**config.mk**
```make
export PLATFORM = sky130hd
export DESIGN_NAME = uart_bus_bridge_flat
export DESIGN_NICKNAME = d
export VERILOG_FILES = /design/src/rtl/uart_bus_bridge_if.sv /design/src/rtl/uart_bus_bridge.sv /design/src/flat_wrapper.sv
export SDC_FILE = /design/constraint.sdc
export NUM_CORES = 1
export LEC_CHECK = 0
export ABC_AREA = 1
export ABC_CLOCK_PERIOD_IN_PS = 2100
export CORE_ASPECT_RATIO = 1.1
export CORE_UTILIZATION = 66
export CTS_BUF_LIST = sky130_fd_sc_hd__clkbuf_8
export CTS_CLUSTER_SIZE = 40
export DETAILED_ROUTE_END_ITERATION = 8
export DONT_BUFFER_PORTS = 1
export GPL_ROUTABILITY_DRIVEN = 1
export PLACE_DENSITY = 0.92
export SLEW_MARGIN = 30
export SYNTH_ARGS = -nofsm -noshare
export SYNTH_HDL_FRONTEND = slang
export SYNTH_SLANG_ARGS = --single-unit
```
**constraint.sdc**
```tcl
create_clock -name clk -period 2.1 [get_ports clk]
set_input_delay 0.42 -clock clk [delete_from_list [all_inputs] [get_ports clk]]
set_output_delay 0.42 -clock clk [all_outputs]
set_load 0.02 [all_outputs]
```
**src/rtl/uart_bus_bridge_if.sv**
```systemverilog
// Byte-side UART handshake and 32-bit memory bus seen by the UART bus bridge.
// The master modport is the bridge; the slave modport is the UART core plus memory side.
interface uart_bus_bridge_if;
  logic        rx_received;
  logic [7:0]  rx_byte;
  logic        rx_error;
  logic        tx_busy;
  logic        tx_transmit;
  logic [7:0]  tx_byte;
  logic        mem_req;
  logic        mem_we;
  logic [31:0] mem_addr;
  logic [31:0] mem_wdata;
  logic        mem_ready;
  logic [31:0] mem_rdata;
  logic        busy;

  modport master (
    input  rx_received, rx_byte, rx_error, tx_busy, mem_ready, mem_rdata,
    output tx_transmit, tx_byte, mem_req, mem_we, mem_addr, mem_wdata, busy
  );

  modport slave (
    output rx_received, rx_byte, rx_error, tx_busy, mem_ready, mem_rdata,
    input  tx_transmit, tx_byte, mem_req, mem_we, mem_addr, mem_wdata, busy
  );
endinterface

```
**src/rtl/uart_bus_bridge.sv**
```systemverilog
// Host command engine: parses 'R'/'W' frames from UART bytes, performs one 32-bit
// bus access per frame and streams the response back through the UART transmitter.
module uart_bus_bridge #(
  parameter int          TIMEOUT_CYCLES = 50000,
  parameter logic [7:0]  OP_READ        = 8'h52,
  parameter logic [7:0]  OP_WRITE       = 8'h57
) (
  input  logic               clk,
  input  logic               rst,
  uart_bus_bridge_if.master  bus
);

  localparam int TW = $clog2(TIMEOUT_CYCLES + 1);

  typedef enum logic [2:0] {
    S_IDLE, S_ADDR, S_DATA, S_BUS, S_SEND, S_WAIT_HI, S_WAIT_LO
  } state_t;

  state_t        r_state;
  state_t        w_next;
  logic [1:0]    r_cnt;
  logic [TW-1:0] r_tmo;
  logic          r_is_write;
  logic [31:0]   r_addr;
  logic [31:0]   r_wdata;
  logic [31:0]   r_resp;

  logic          w_op_ok;
  logic          w_tmo_hit;
  logic          w_field_done;

  assign w_op_ok      = (bus.rx_byte == OP_READ) || (bus.rx_byte == OP_WRITE);
  assign w_tmo_hit    = (r_tmo == TW'(TIMEOUT_CYCLES - 1));
  assign w_field_done = bus.rx_received && (r_cnt == 2'd3);

  always_ff @(posedge clk) begin
    if (rst) r_state <= S_IDLE;
    else     r_state <= w_next;
  end

  always_comb begin
    w_next = r_state;
    case (r_state)
      S_IDLE: begin
        if (bus.rx_received) w_next = w_op_ok ? S_ADDR : S_SEND;
      end
      S_ADDR: begin
        // a framing error discards the frame even if a byte strobe arrives with it
        if (bus.rx_error)  w_next = S_IDLE;
        else if (w_field_done) w_next = r_is_write ? S_DATA : S_BUS;
        else if (!bus.rx_received && w_tmo_hit) w_next = S_IDLE;
      end
      S_DATA: begin
        if (bus.rx_error)  w_next = S_IDLE;
        else if (w_field_done) w_next = S_BUS;
        else if (!bus.rx_received && w_tmo_hit) w_next = S_IDLE;
      end
      S_BUS: begin
        if (bus.mem_ready) w_next = S_SEND;
      end
      S_SEND: begin
        if (!bus.tx_busy) w_next = S_WAIT_HI;
      end
      S_WAIT_HI: begin
        if (bus.tx_busy) w_next = S_WAIT_LO;
      end
      S_WAIT_LO: begin
        if (!bus.tx_busy) w_next = (r_cnt != 2'd0) ? S_SEND : S_IDLE;
      end
      default: w_next = S_IDLE;
    endcase
  end

  // r_cnt counts field bytes while receiving and remaining response bytes while sending
  always_ff @(posedge clk) begin
    if (rst) begin
      r_cnt      <= 2'd0;
      r_tmo      <= '0;
      r_is_write <= 1'b0;
      r_addr     <= 32'h0;
      r_wdata    <= 32'h0;
      r_resp     <= 32'h0;
    end else begin
      case (r_state)
        S_IDLE: begin
          r_tmo <= '0;
          r_cnt <= 2'd0;
          if (bus.rx_received) begin
            if (w_op_ok) r_is_write <= (bus.rx_byte == OP_WRITE);
            else         r_resp     <= {8'h3F, 24'h0};
          end
        end
        S_ADDR, S_DATA: begin
          if (bus.rx_error) begin
            r_cnt <= 2'd0;
            r_tmo <= '0;
          end else if (bus.rx_received) begin
            r_tmo <= '0;
            r_cnt <= r_cnt + 2'd1;
            if (r_state == S_ADDR) r_addr  <= {r_addr[23:0], bus.rx_byte};
            else                   r_wdata <= {r_wdata[23:0], bus.rx_byte};
          end else if (w_tmo_hit) begin
            r_tmo <= '0;
            r_cnt <= 2'd0;
          end else begin
            r_tmo <= r_tmo + TW'(1);
          end
        end
        S_BUS: begin
          if (bus.mem_ready) begin
            if (r_is_write) begin
              r_resp <= {8'h4B, 24'h0};
              r_cnt  <= 2'd0;
            end else begin
              r_resp <= bus.mem_rdata;
              r_cnt  <= 2'd3;
            end
          end
        end
        S_WAIT_LO: begin
          if (!bus.tx_busy && (r_cnt != 2'd0)) begin
            r_cnt  <= r_cnt - 2'd1;
            r_resp <= {r_resp[23:0], 8'h00};
          end
        end
        default: ;
      endcase
    end
  end

  always_comb begin
    bus.mem_req     = (r_state == S_BUS);
    bus.mem_we      = (r_state == S_BUS) && r_is_write;
    bus.mem_addr    = r_addr;
    bus.mem_wdata   = r_wdata;
    bus.tx_transmit = (r_state == S_SEND) && !bus.tx_busy;
    bus.tx_byte     = r_resp[31:24];
    bus.busy        = (r_state != S_IDLE);
  end

endmodule

```
**src/flat_wrapper.sv**
```systemverilog
// flat-port wrapper written by rule: the top's interface ports become plain ports
module uart_bus_bridge_flat 
#(
  parameter int          TIMEOUT_CYCLES = 50000,
  parameter logic [7:0]  OP_READ        = 8'h52,
  parameter logic [7:0]  OP_WRITE       = 8'h57
)
  (clk, rst, bus_rx_received, bus_rx_byte, bus_rx_error, bus_tx_busy, bus_mem_ready, bus_mem_rdata, bus_tx_transmit, bus_tx_byte, bus_mem_req, bus_mem_we, bus_mem_addr, bus_mem_wdata, bus_busy);
  uart_bus_bridge_if bus_i ();
  input  logic clk;
  input  logic rst;
  input wire logic [$bits(bus_i.rx_received)-1:0] bus_rx_received;
  input wire logic [$bits(bus_i.rx_byte)-1:0] bus_rx_byte;
  input wire logic [$bits(bus_i.rx_error)-1:0] bus_rx_error;
  input wire logic [$bits(bus_i.tx_busy)-1:0] bus_tx_busy;
  input wire logic [$bits(bus_i.mem_ready)-1:0] bus_mem_ready;
  input wire logic [$bits(bus_i.mem_rdata)-1:0] bus_mem_rdata;
  output wire logic [$bits(bus_i.tx_transmit)-1:0] bus_tx_transmit;
  output wire logic [$bits(bus_i.tx_byte)-1:0] bus_tx_byte;
  output wire logic [$bits(bus_i.mem_req)-1:0] bus_mem_req;
  output wire logic [$bits(bus_i.mem_we)-1:0] bus_mem_we;
  output wire logic [$bits(bus_i.mem_addr)-1:0] bus_mem_addr;
  output wire logic [$bits(bus_i.mem_wdata)-1:0] bus_mem_wdata;
  output wire logic [$bits(bus_i.busy)-1:0] bus_busy;
  assign bus_i.rx_received = bus_rx_received;
  assign bus_i.rx_byte = bus_rx_byte;
  assign bus_i.rx_error = bus_rx_error;
  assign bus_i.tx_busy = bus_tx_busy;
  assign bus_i.mem_ready = bus_mem_ready;
  assign bus_i.mem_rdata = bus_mem_rdata;
  assign bus_tx_transmit = bus_i.tx_transmit;
  assign bus_tx_byte = bus_i.tx_byte;
  assign bus_mem_req = bus_i.mem_req;
  assign bus_mem_we = bus_i.mem_we;
  assign bus_mem_addr = bus_i.mem_addr;
  assign bus_mem_wdata = bus_i.mem_wdata;
  assign bus_busy = bus_i.busy;
  uart_bus_bridge #(.TIMEOUT_CYCLES(TIMEOUT_CYCLES), .OP_READ(OP_READ), .OP_WRITE(OP_WRITE)) u_core (.clk(clk), .rst(rst), .bus(bus_i));
endmodule
```
==> Implementation_results.wiki, run 1 <==
{| class="wikitable"
! Metric !! Value
|-
| Post-route ant nets || 0
|-
| Slew HR || between 40 and 50%
|-
| Routed via count divided by cell count || 5.49
|-
| Placement-stage cell area || 5270 um^2
|-
| CTS clk-pin slew, worst paths || 0.07 ns
|-
| Static power due to leakage || roughly 2.7 nW
|-
| Count of flip-flops with a built-in enable after synthesis || 0
|-
| Overall overflow remaining after global route || 0
|-
| Count of distinct cell types in the synthesized netlist || 29
|-
| Hold bufs inserted after CTS || 0
|-
| Period utilization || a little over nine tenths
|-
| Area growth, synth to finish || 9.48%
|-
| Path type of the worst setup path || register to primary output
|-
| Per-instance average area after synthesis || 6.72 um^2
|-
| Routability congestion estimate || 0.875
|-
| Cell type of the slowest stage on the worst timing path || sky130_fd_sc_hd__dfxtp_2
|-
| Wire length of the first global-routing pass || between 15000 and 20000 um
|-
| Most frequent cell after synthesis || sky130_fd_sc_hd__nor2_1
|-
| Slew at the pin closest to its max-slew limit || just over 0.8 ns
|-
| Number of buffers added by the clock tree synthesis step || 17
|-
| Nets || roughly 800
|-
| Critical path required time || 1.68 ns
|-
| Die outline height || 95.2 um
|-
| Seq cells post-synth || approximately 120
|-
| Number of standard cells in the final layout excluding fillers || 886
|-
| Clock Tree Root || sky130_fd_sc_hd__clkbuf_8
|-
| Total power divided by cell area || 995 nW/um^2
|-
| Maximum root-to-sink buffer count || 2
|-
| Final std cell area, no fill || about 5700 um^2
|-
| Worst slack on hold paths || 0.0397 ns
|-
| Delay of the slowest cell on the worst path || around 0.4 ns
|-
| Count of endpoints failing hold in the final timing report || 0
|-
| I/O pin cnt || 122
|-
| Clock latency on the worst-skew pair || 0.44 ns
|-
| Share of flip-flops with an asynchronous set or reset after synthesis || 0%
|-
| Detailed-route wire length per cell || 13.4 um
|-
| Most used flip-flop cell after synthesis || sky130_fd_sc_hd__dfxtp_1
|-
| Number of I/O port buffers || 0
|-
| Amount of wire on met3 after detailed routing || 1040 um
|-
| Total routing resource utilization after global routing || a little under a third
|-
| Leading cell types by count after synthesis || sky130_fd_sc_hd__nor2_1, sky130_fd_sc_hd__nand2_1, sky130_fd_sc_hd__dfxtp_1, sky130_fd_sc_hd__o21ai_0, sky130_fd_sc_hd__inv_1
|-
| Chip Width || roughly 87 um
|-
| Net count of the mapped netlist || 825
|-
| HP Class || primary input to register
|-
| Worst Path Arrival || 1.60 ns
|-
| Setup repair after global routing missed its margin || false
|-
| Status || completed
|-
| Worst IR Drop VDD || between 0.7 and 0.8 mV
|-
| Syn Std Cell Area || about 5200 um^2
|-
| Power, Total || about 5.7 mW
|-
| DRC || 0
|-
| Yosys top cell area share || around 45%
|-
| Pin count of the biggest net entering global routing || 51
|-
| WL met1 || approximately 4700 um
|-
| Initial antenna violation count || 0
|-
| Synthesis Warnings || 0
|-
| Floorplan row count || 33
|-
| Drt total wl || 11900 um
|-
| Number of iterations in the first detailed-routing pass || 5
|-
| Sequential share of the synthesized area || 45.3%
|-
| Clock tree from TritonCTS || built
|-
| Routed length on met2 || 5870 um
|-
| Max frequency || slightly below 500 MHz
|-
| Via count of the first global-routing pass || 4573
|-
| Number of max-capacitance violations reported || 0
|-
| Highest metal layer with signal wires || met4
|-
| Placed Cells incl. Taps || 852
|-
| Synth Instances || 776
|-
| Cell types occupying the most area after synthesis || sky130_fd_sc_hd__dfxtp_1, sky130_fd_sc_hd__nor2_1, sky130_fd_sc_hd__nand2_1
|-
| Setup TNS Final || 0 ns
|-
| Cell-by-cell listing of the critical path || nand2_2, nor2_4, buf_6, inv_1, nor2_1, buf_4
|-
| Full die area || 8260 um^2
|-
| Via total after detailed routing || 4864
|-
| Final critical delay including setup and external delays || 2.02 ns
|-
| DR iter-0 viols || 316
|-
| CP Launch Type || register
|-
| Number of clock sinks seen by CTS || 118
|-
| Worst-path maximum fanout || 8
|-
| Antenna diode count || 0
|-
| HPWL after detailed placement || 8220 um
|-
| Cell type with the largest total area after synthesis || sky130_fd_sc_hd__dfxtp_1
|-
| Initial core utilization || 69.0%
|-
| Core Area || 7560 um^2
|-
| Slew Viols, Final || 0
|-
| Setup-failing EPs final || 0
|-
| CP endpoint kind || primary output
|-
| CTS H-tree depth || 4
|-
| Fraction of layout cells with a size suffix above 1 || 8.58%
|-
| Worst clock skew || 0.0151 ns
|}
[final cells by class]
cell class / count / area, um^2
multi-input combinational: 543 / 2380
sequential: 118 / 2370
fill: 570 / 1850
inverter: 71 / 267
clock buffer: 17 / 234
clock inverter: 15 / 168
timing repair buffer: 17 / 156
tap: 105 / 131
[repair_timing]
| item | CTS | global route |
|---|---|---|
| pin swaps | 0 | 1 |
| setup buffers | 0 | 2 |
| resized for setup | 4 | 3 |
| endpoints found under the setup margin | 1 | 1 |
| cloned | 0 | 0 |
[per-layer routing]
| layer | GRT usage, % | vias up |
|---|---|---|
| li1 | - | 2411 |
| met1 | 34.2 | 2247 |
| met2 | 50.4 | 178 |
| met3 | 11.0 | 28 |
| met4 | 15.1 | 0 |
| met5 | 0 | - |
[placed cells by master (no fill, tap or decap), types with 3 or more instances in the layout]
cell type                  instances
sky130_fd_sc_hd__a21oi_1          21
sky130_fd_sc_hd__nand4_1          13
sky130_fd_sc_hd__inv_1            67
sky130_fd_sc_hd__inv_6             6
sky130_fd_sc_hd__nand2_1         140
sky130_fd_sc_hd__xor2_1            5
sky130_fd_sc_hd__clkbuf_8         17
sky130_fd_sc_hd__buf_4            14
sky130_fd_sc_hd__nor2_1          216
sky130_fd_sc_hd__nor2_2            4
sky130_fd_sc_hd__o21ai_0          95
sky130_fd_sc_hd__ha_1              3
sky130_fd_sc_hd__inv_2             4
sky130_fd_sc_hd__nor3_1           11
sky130_fd_sc_hd__dfxtp_1         116
sky130_fd_sc_hd__nand3_1          21
[final timing paths]
kind                          start           endpoint  slack [ns]  depth (start not counted)
setup reg to reg  u_core.r_state[2]   u_core.r_tmo[12]        0.19                          9
hold reg to reg     u_core.r_cnt[1]    u_core.r_cnt[1]        0.49                          2
setup / recovery  u_core.r_state[0]         bus_mem_we        0.08                          6
hold / removal                  rst  u_core.r_state[0]        0.04                          1
[report_power, final]
part | switching (mW) | internal [mW] | total, mW
Combinational | 0.632 | 0.319 | 0.951
Clock | 1.02 | 1.09 | 2.11
Sequential | 0.182 | 2.44 | 2.62
[state kept, by name, indices dropped and copies added, names as in the netlist]
register,count
u_core.r_cnt,2
u_core.bus.mem_wdata,32
u_core.r_state,3
u_core.r_resp,32
u_core.r_is_write,1
u_core.r_tmo,16
u_core.bus.mem_addr,32
[metrics by stage]
stage / utilization, % / worst slack [ns]
final: 75.5 / 0.0826
after global routing: 75.5 / 0.00332
after CTS: 75.2 / 0.0183
after detailed placement: 69.7 / 0.213
after global placement: 69.7 / 0.249
after floorplan: - / 0.486
[critical path, delay by kind of cell, from the launching register on]
| family | cells | cell delay (ns) |
|---|---|---|
| flops | 1 | 0.41 |
| buf+inv | 3 | 0.36 |
| simple gates | 3 | 0.38 |
[cell families after synthesis]
family / synth area share (%)
compound gates: 11.9
xor+xnor: 1.01
fa+ha+maj: 0.720
buf+inv: 9.24
flops: 45.3
simple gates: 31.8
Power figures use the tool's default switching activity.
==> run 2: changes to the inputs <==
--- a/config.mk
+++ b/config.mk
@@ -8,13 +8,14 @@
 export ABC_AREA = 1
 export ABC_CLOCK_PERIOD_IN_PS = 2100
 export CORE_ASPECT_RATIO = 1.1
-export CORE_UTILIZATION = 66
+export CORE_MARGIN = 2
+export CORE_UTILIZATION = 55
 export CTS_BUF_LIST = sky130_fd_sc_hd__clkbuf_8
 export CTS_CLUSTER_SIZE = 40
 export DETAILED_ROUTE_END_ITERATION = 8
 export DONT_BUFFER_PORTS = 1
 export GPL_ROUTABILITY_DRIVEN = 1
-export PLACE_DENSITY = 0.92
+export PLACE_DENSITY = 0.8
 export SLEW_MARGIN = 30
 export SYNTH_ARGS = -nofsm -noshare
 export SYNTH_HDL_FRONTEND = slang
==> run 2 against run 1 <==
Net effect:
- critical path depth unchanged
- global-route usage decreased by 6.6 points
- design area decreased by 0.66%
- final cell count increased by 0.90%
- sequential power about the same
- register-to-register slack improved by 0.07 ns
- maximum frequency increased by 0.26%
- die area increased by 24%
- total power decreased by 2.1%
==> Implementation_results.wiki, run 2 (same netlist as run 1, synthesis figures left out) <==
{| class="wikitable"
! Metric !! Value
|-
| Worst Setup Slack, final || 0.0878 ns (+0.00519 ns)
|-
| Cell-by-cell listing of the critical path || nand2_1, nor2_4, buf_6, inv_1, nor2_1, buf_4
|-
| Kind of cell adding the most delay to the critical path || simple AND/OR/NAND/NOR gates
|-
| Most used cells in the layout excluding fill and tap cells || sky130_fd_sc_hd__nor2_1, sky130_fd_sc_hd__nand2_1, sky130_fd_sc_hd__dfxtp_1
|-
| Number of clock sinks seen by CTS || 118 (unchanged)
|-
| Worst IR Drop VDD || 0.560 mV (-20%)
|-
| Power share of the sequential group || 47.1% (+1.0 points)
|-
| Slew Viols, Final || 0 (unchanged)
|-
| Power, Total || 5.56 mW (-2.1%)
|-
| Slew at the pin closest to its max-slew limit || 0.853 ns (+0.0404 ns)
|-
| Pin count of the biggest net entering global routing || 66 (+29%)
|-
| Cells on worst reg2reg path || 8 (-1)
|-
| Worst Path Arrival || 1.59 ns (about the same)
|-
| Path type of the worst setup path || register to primary output
|-
| Via count of the first global-routing pass || 4495 (-1.7%)
|-
| Worst-path maximum fanout || 8 (unchanged)
|-
| Placement-stage cell area || 5260 um^2 (-0.24%)
|-
| Initial core utilization || 56.0% (-13 points)
|-
| Routability congestion estimate || 0.914 (+4.5%)
|-
| Number of I/O port buffers || 0 (unchanged)
|-
| Power Internal || 3.81 mW (-0.70%)
|-
| Clock Tree Root || sky130_fd_sc_hd__clkbuf_8
|-
| Max frequency || 497 MHz (+0.26%)
|-
| Nets || 813 (-0.49%)
|-
| Number of iterations in the first detailed-routing pass || 4 (-1)
|-
| HPWL after detailed placement || 8300 um (+1.0%)
|-
| Area growth, synth to finish || 8.76%
|-
| Worst Hold Depth || 1 (unchanged)
|-
| Number of buffers added by the clock tree synthesis step || 17 (unchanged)
|-
| Die outline height || 106 um (+11%)
|-
| Number of max-capacitance violations reported || 0 (unchanged)
|-
| Full die area || 10300 um^2 (+24%)
|-
| Critical path required time || 1.68 ns (about the same)
|-
| DR iter-0 viols || 310 (-1.9%)
|-
| Number of cells on the critical path || 6 (unchanged)
|-
| Portion of total power attributed to the clock network || 36.0% (-1.2 points)
|-
| Total power divided by cell area || 981 nW/um^2 (-1.5%)
|-
| Share of power burned in combinational logic || 16.9% (+0.2 points)
|-
| Delay of the slowest cell on the worst path || 0.39 ns (-0.02 ns)
|-
| Wire length of the first global-routing pass || 20100 um (+2.5%)
|-
| Routed via count divided by cell count || 5.27 (-4.0%)
|-
| Status || completed
|-
| Core Area || 9310 um^2 (+23%)
|-
| CP Launch Type || register
|-
| Count of endpoints failing hold in the final timing report || 0 (unchanged)
|-
| Initial antenna violation count || 0 (unchanged)
|-
| Post-route ant nets || 0 (unchanged)
|-
| I/O pin cnt || 122 (unchanged)
|-
| Detailed-route wire length per cell || 13.3 um (-0.47%)
|-
| Final std cell area, no fill || 5670 um^2 (-0.66%)
|-
| CP endpoint kind || primary output
|-
| CTS clk-pin slew, worst paths || 0.07 ns (about the same)
|-
| Total routing resource utilization after global routing || 23.6% (-6.6 points)
|-
| Setup repair after global routing missed its margin || true
|-
| Drt total wl || 11900 um (+0.43%)
|-
| Final critical delay including setup and external delays || 2.01 ns (-0.00519 ns)
|-
| Switching power || 1.74 mW (-5.1%)
|-
| DRC || 0 (unchanged)
|-
| Antenna diode count || 0 (unchanged)
|-
| Period utilization || 95.8% (-0.25 points)
|-
| Cell type of the slowest stage on the worst timing path || sky130_fd_sc_hd__dfxtp_2
|-
| Worst clock skew || 0.00912 ns (-0.00599 ns)
|-
| Static power due to leakage || 2.65 nW (-0.98%)
|-
| Fraction of layout cells with a size suffix above 1 || 8.37% (-0.21 points)
|-
| Most common library cell in the layout ignoring fill and taps || sky130_fd_sc_hd__nor2_1
|-
| HP Class || primary input to register
|-
| Clock tree from TritonCTS || built
|-
| Floorplan row count || 37 (+12%)
|-
| Via total after detailed routing || 4712 (-3.1%)
|-
| Setup-failing EPs final || 0 (unchanged)
|-
| Slew HR || 43.0% (-2.7 points)
|-
| CTS H-tree depth || 4 (unchanged)
|-
| Place WS || 0.146 ns (-0.0673 ns)
|-
| Bufs and invs on worst path || 3 (unchanged)
|-
| Switching power as a share of total power || 31.4% (-0.99 points)
|-
| Clock latency on the worst-skew pair || 0.43 ns (about the same)
|-
| Chip Width || 96.8 um (+12%)
|-
| Overall overflow remaining after global route || 0 (unchanged)
|-
| Maximum root-to-sink buffer count || 2 (unchanged)
|}
run 2: cell types whose count changed in the layout (fill, tap and decap cells not counted), moves of 2 or more:
cell / delta
sky130_fd_sc_hd__clkinv_2: +4
sky130_fd_sc_hd__inv_6: -4
sky130_fd_sc_hd__buf_4: -3
sky130_fd_sc_hd__inv_8: -2
sky130_fd_sc_hd__clkinv_4: +5
run 2: power groups by stage:
stage               combinational (mW)  clock (mW)  sequential, mW
floorplan                        0.844           0            2.59
global placement                 0.903           0            2.66
detailed placement               0.930           0            2.67
CTS                              0.936        2.04            2.62
global route                      1.10        2.14            2.64
finish                           0.939        2.00            2.62
run 2: timing repair:
action,4_1_cts,5_1_grt
hold buffers,0,0
endpoints found under the setup margin,1,2
gates resized for setup,3,4
buffers inserted,0,0
run 2: worst paths after layout:
kind / startpoint / endpoint / slack [ns]
max: u_core.r_state[1] / bus_mem_we / 0.09
min: rst / u_core.r_state[1] / 0.05
max reg2reg: u_core.r_state[2] / u_core.r_tmo[10] / 0.26
min reg2reg: u_core.r_cnt[1] / u_core.r_cnt[1] / 0.50
run 2: area by class of cell:
cell class / instances / area [um^2]
multi-input cells: 543 / 2380
clock inverters: 15 / 155
fillers: 861 / 3640
well taps: 117 / 146
inverters: 71 / 270
flip-flops and latches: 118 / 2360
clock buffers: 17 / 234
repair buffers: 13 / 114
run 2: through the flow:
stage	TNS, ns	utilization, %	hold slack, ns	instances
floorplan	0	-	0.450	776
global placement	0	56.5	0.468	862
detailed placement	0	56.5	0.492	862
CTS	0	60.7	0.0303	894
global route	-0.0321	60.9	0.0279	894
finish	0	60.9	0.0488	894
run 2: per-layer routing:
metal / vias to the layer above / routed length, um / part of all wire (%) / global-route usage, %
li1: 2410 / - / - / -
met1: 2128 / 4830 / 40 / 26.6
met2: 155 / 5830 / 49 / 40.3
met3: 19 / 1070 / 9.0 / 9.60
met4: 0 / 202 / 1.7 / 8.45
met5: - / 0 / 0 / 0
==> run 3: changes to the inputs <==
--- a/config.mk
+++ b/config.mk
@@ -6,16 +6,15 @@
 export NUM_CORES = 1
 export LEC_CHECK = 0
 export ABC_AREA = 1
-export ABC_CLOCK_PERIOD_IN_PS = 2100
+export ABC_CLOCK_PERIOD_IN_PS = 2500
 export CORE_ASPECT_RATIO = 1.1
-export CORE_MARGIN = 2
-export CORE_UTILIZATION = 55
+export CORE_UTILIZATION = 40
 export CTS_BUF_LIST = sky130_fd_sc_hd__clkbuf_8
 export CTS_CLUSTER_SIZE = 40
 export DETAILED_ROUTE_END_ITERATION = 8
 export DONT_BUFFER_PORTS = 1
 export GPL_ROUTABILITY_DRIVEN = 1
-export PLACE_DENSITY = 0.8
+export PLACE_DENSITY = 0.64
 export SLEW_MARGIN = 30
 export SYNTH_ARGS = -nofsm -noshare
 export SYNTH_HDL_FRONTEND = slang
==> constraint.sdc (replaced) <==
create_clock -name clk -period 2.5 [get_ports clk]
set_input_delay 0.5 -clock clk [delete_from_list [all_inputs] [get_ports clk]]
set_output_delay 0.5 -clock clk [all_outputs]
set_load 0.02 [all_outputs]
==> run 3 against run 2 <==
Net effect:
- clock-buffer cell count increased by 3
- largest power group unchanged
- clock power decreased by 21%
- design area decreased by 0.11%
- via count decreased by 2.9%
- sequential power decreased by 16%
- highest routed layer unchanged
- first-iteration DRC count decreased by 28%
- clock skew decreased by 0.00064 ns
==> Implementation_results.wiki, run 3 (same netlist as run 1, synthesis figures left out) <==
{| class="wikitable"
! Metric !! Value
|-
| Final critical delay including setup and external delays || 2.25 ns
|-
| Static power due to leakage || 2.63 nW (-0.85%)
|-
| Total power divided by cell area || 803 nW/um^2 (-18%)
|-
| CTS clk-pin slew, worst paths || 0.07 ns (about the same)
|-
| Area growth, synth to finish || 8.64%
|-
| CTS H-tree depth || 4 (unchanged)
|-
| Most used cells in the layout excluding fill and tap cells || sky130_fd_sc_hd__nor2_1, sky130_fd_sc_hd__nand2_1, sky130_fd_sc_hd__dfxtp_1
|-
| Hold path start || rst
|-
| Worst Path Arrival || 1.75 ns (+0.16 ns)
|-
| Placed Cells incl. Taps || 901 (+4.5%)
|-
| Antenna diode count || 0 (unchanged)
|-
| Die outline height || 122 um (+15%)
|-
| Delay of the slowest cell on the worst path || 0.45 ns (+0.06 ns)
|-
| Critical path required time || 2.00 ns (+0.32 ns)
|-
| Worst clock skew || 0.00848 ns (-0.000641 ns)
|-
| Drt total wl || 12400 um (+4.1%)
|-
| Clock tree from TritonCTS || built
|-
| Number of iterations in the first detailed-routing pass || 4 (unchanged)
|-
| Number of max-capacitance violations reported || 0 (unchanged)
|-
| Clock latency on the worst-skew pair || 0.43 ns (about the same)
|-
| CP endpoint kind || primary output
|-
| Period utilization || about nine tenths
|-
| Overall overflow remaining after global route || 0 (unchanged)
|-
| # resized after CTS || 0 (-3)
|-
| Floorplan row count || 43 (+16%)
|-
| Post-route ant nets || 0 (unchanged)
|-
| Chip Width || 111 um (+14%)
|-
| Via total after detailed routing || 4574 (-2.9%)
|-
| Max frequency || 444 MHz
|-
| DR iter-0 viols || 222 (-28%)
|-
| Setup TNS Final || 0 ns (unchanged)
|-
| Slew Viols, Final || 0 (unchanged)
|-
| Fraction of the core area covered by cells at the end of the flow || 44.8% (-16 points)
|-
| I/O pin cnt || 122 (unchanged)
|-
| Count of endpoints failing hold in the final timing report || 0 (unchanged)
|-
| Number of buffers added by the clock tree synthesis step || 17 (unchanged)
|-
| Maximum root-to-sink buffer count || 2 (unchanged)
|-
| Cell type of the slowest stage on the worst timing path || sky130_fd_sc_hd__dfxtp_1
|-
| Setup repair after global routing missed its margin || false
|-
| Pin count of the biggest net entering global routing || 90 (+36%)
|-
| Hold bufs inserted after CTS || 0 (unchanged)
|-
| Worst flop-to-flop path startpoint || u_core.r_state[1]
|-
| Via count of the first global-routing pass || 4219 (-6.1%)
|-
| Most common library cell in the layout ignoring fill and taps || sky130_fd_sc_hd__nor2_1
|-
| Clock Tree Root || sky130_fd_sc_hd__clkbuf_8
|-
| Nets || 812 (-0.12%)
|-
| Slew at the pin closest to its max-slew limit || 0.844 ns (-0.00987 ns)
|-
| Most numerous cell on the critical path || sky130_fd_sc_hd__buf_4
|-
| Cells on worst reg2reg path || 8 (unchanged)
|-
| Full die area || 13500 um^2 (+31%)
|-
| HP Class || primary input to register
|-
| Worst-path maximum fanout || 8 (unchanged)
|-
| Worst Hold Depth || 1 (unchanged)
|-
| Filler cell count in the final layout || 1337 (+55%)
|-
| Number of clock sinks seen by CTS || 118 (unchanged)
|-
| Core Area || 12600 um^2 (+36%)
|-
| Fraction of layout cells with a size suffix above 1 || 7.24% (-1.1 points)
|-
| Initial core utilization || 41.2% (-15 points)
|-
| Status || completed
|-
| Reg2Reg Setup Slack || 0.53 ns (+0.27 ns)
|-
| HPWL after detailed placement || 8390 um (+1.1%)
|-
| Number of standard cells in the final layout excluding fillers || 931 (+4.1%)
|-
| DRC || 0 (unchanged)
|-
| Endpoint, Worst Hold || u_core.r_cnt[1]
|-
| Slew HR || 43.7% (+0.66 points)
|-
| CP Launch Type || register
|-
| Routability congestion estimate || 0.824 (-9.9%)
|-
| Cell-by-cell listing of the critical path || nand2_1, nor2_2, buf_4, inv_1, nor2_1, buf_4
|-
| Initial antenna violation count || 0 (unchanged)
|-
| Critical register-to-register path endpoint || u_core.r_resp[17]
|-
| Path type of the worst setup path || register to primary output
|-
| Wire length of the first global-routing pass || 20500 um (+2.2%)
|-
| Detailed-route wire length per cell || 13.3 um (about the same)
|-
| Total routing resource utilization after global routing || 19.0% (-4.6 points)
|-
| Worst IR Drop VDD || 0.401 mV (-28%)
|-
| Number of I/O port buffers || 0 (unchanged)
|-
| Routed via count divided by cell count || 4.91 (-6.8%)
|-
| Setup-failing EPs final || 0 (unchanged)
|-
| Setup Fix Bufs, Post-CTS || 0 (unchanged)
|}
-- run 3: where the power goes --
part | switching (mW) | internal, mW | total [mW] | leakage, nW
clock network | 0.744 | 0.841 | 1.58 | 0.185
logic | 0.513 | 0.259 | 0.772 | 1.49
registers | 0.145 | 2.05 | 2.19 | 0.958
-- run 3: critical path, delay by kind of cell, from the launching register on --
kind	cells	cell delay, ns
buffers and inverters	3	0.43
and+or+nand+nor	3	0.44
DFF	1	0.45
-- run 3: final cells by class --
type	count	area, um^2	area share [%]
timing repair buffer	12	103	1.81
multi-input combinational	543	2370	41.9
sequential	118	2360	41.7
clock inverter	10	83.8	1.48
clock buffer	20	275	4.86
tap	157	196	3.47
inverter	71	267	4.71
-- run 3: worst max-delay path by stage --
stage	startpoint	end	slack, ns
floorplan	bus_rx_received	u_core.bus.mem_wdata[21]	0.81
global route	u_core.r_state[0]	bus_mem_we	0.07
CTS	u_core.r_state[1]	bus_mem_we	0.13
detailed placement	u_core.r_state[1]	u_core.r_resp[29]	0.45
finish	u_core.r_state[1]	bus_mem_we	0.25
global placement	u_core.r_state[1]	u_core.r_resp[29]	0.52
-- run 3: per-layer routing --
metal	vias up	global-route usage (%)	part of all wire (%)
met5	-	0	0
met2	127	29.2	46
met4	0	7.75	0.98
met3	10	8.01	8.1
met1	2036	23.4	45
li1	2401	-	-
-- run 3: through the flow --
stage | total power [mW] | setup WS [ns] | hold WS [ns] | instance area (um^2)
CTS | 4.61 | 0.126 | 0.101 | 5660
finish | 4.55 | 0.249 | 0.142 | 5660
global placement | 3.01 | 0.518 | 0.474 | 5300
global route | 4.85 | 0.0746 | 0.100 | 5660
detailed placement | 3.01 | 0.451 | 0.481 | 5300
floorplan | 2.88 | 0.806 | 0.450 | 5210
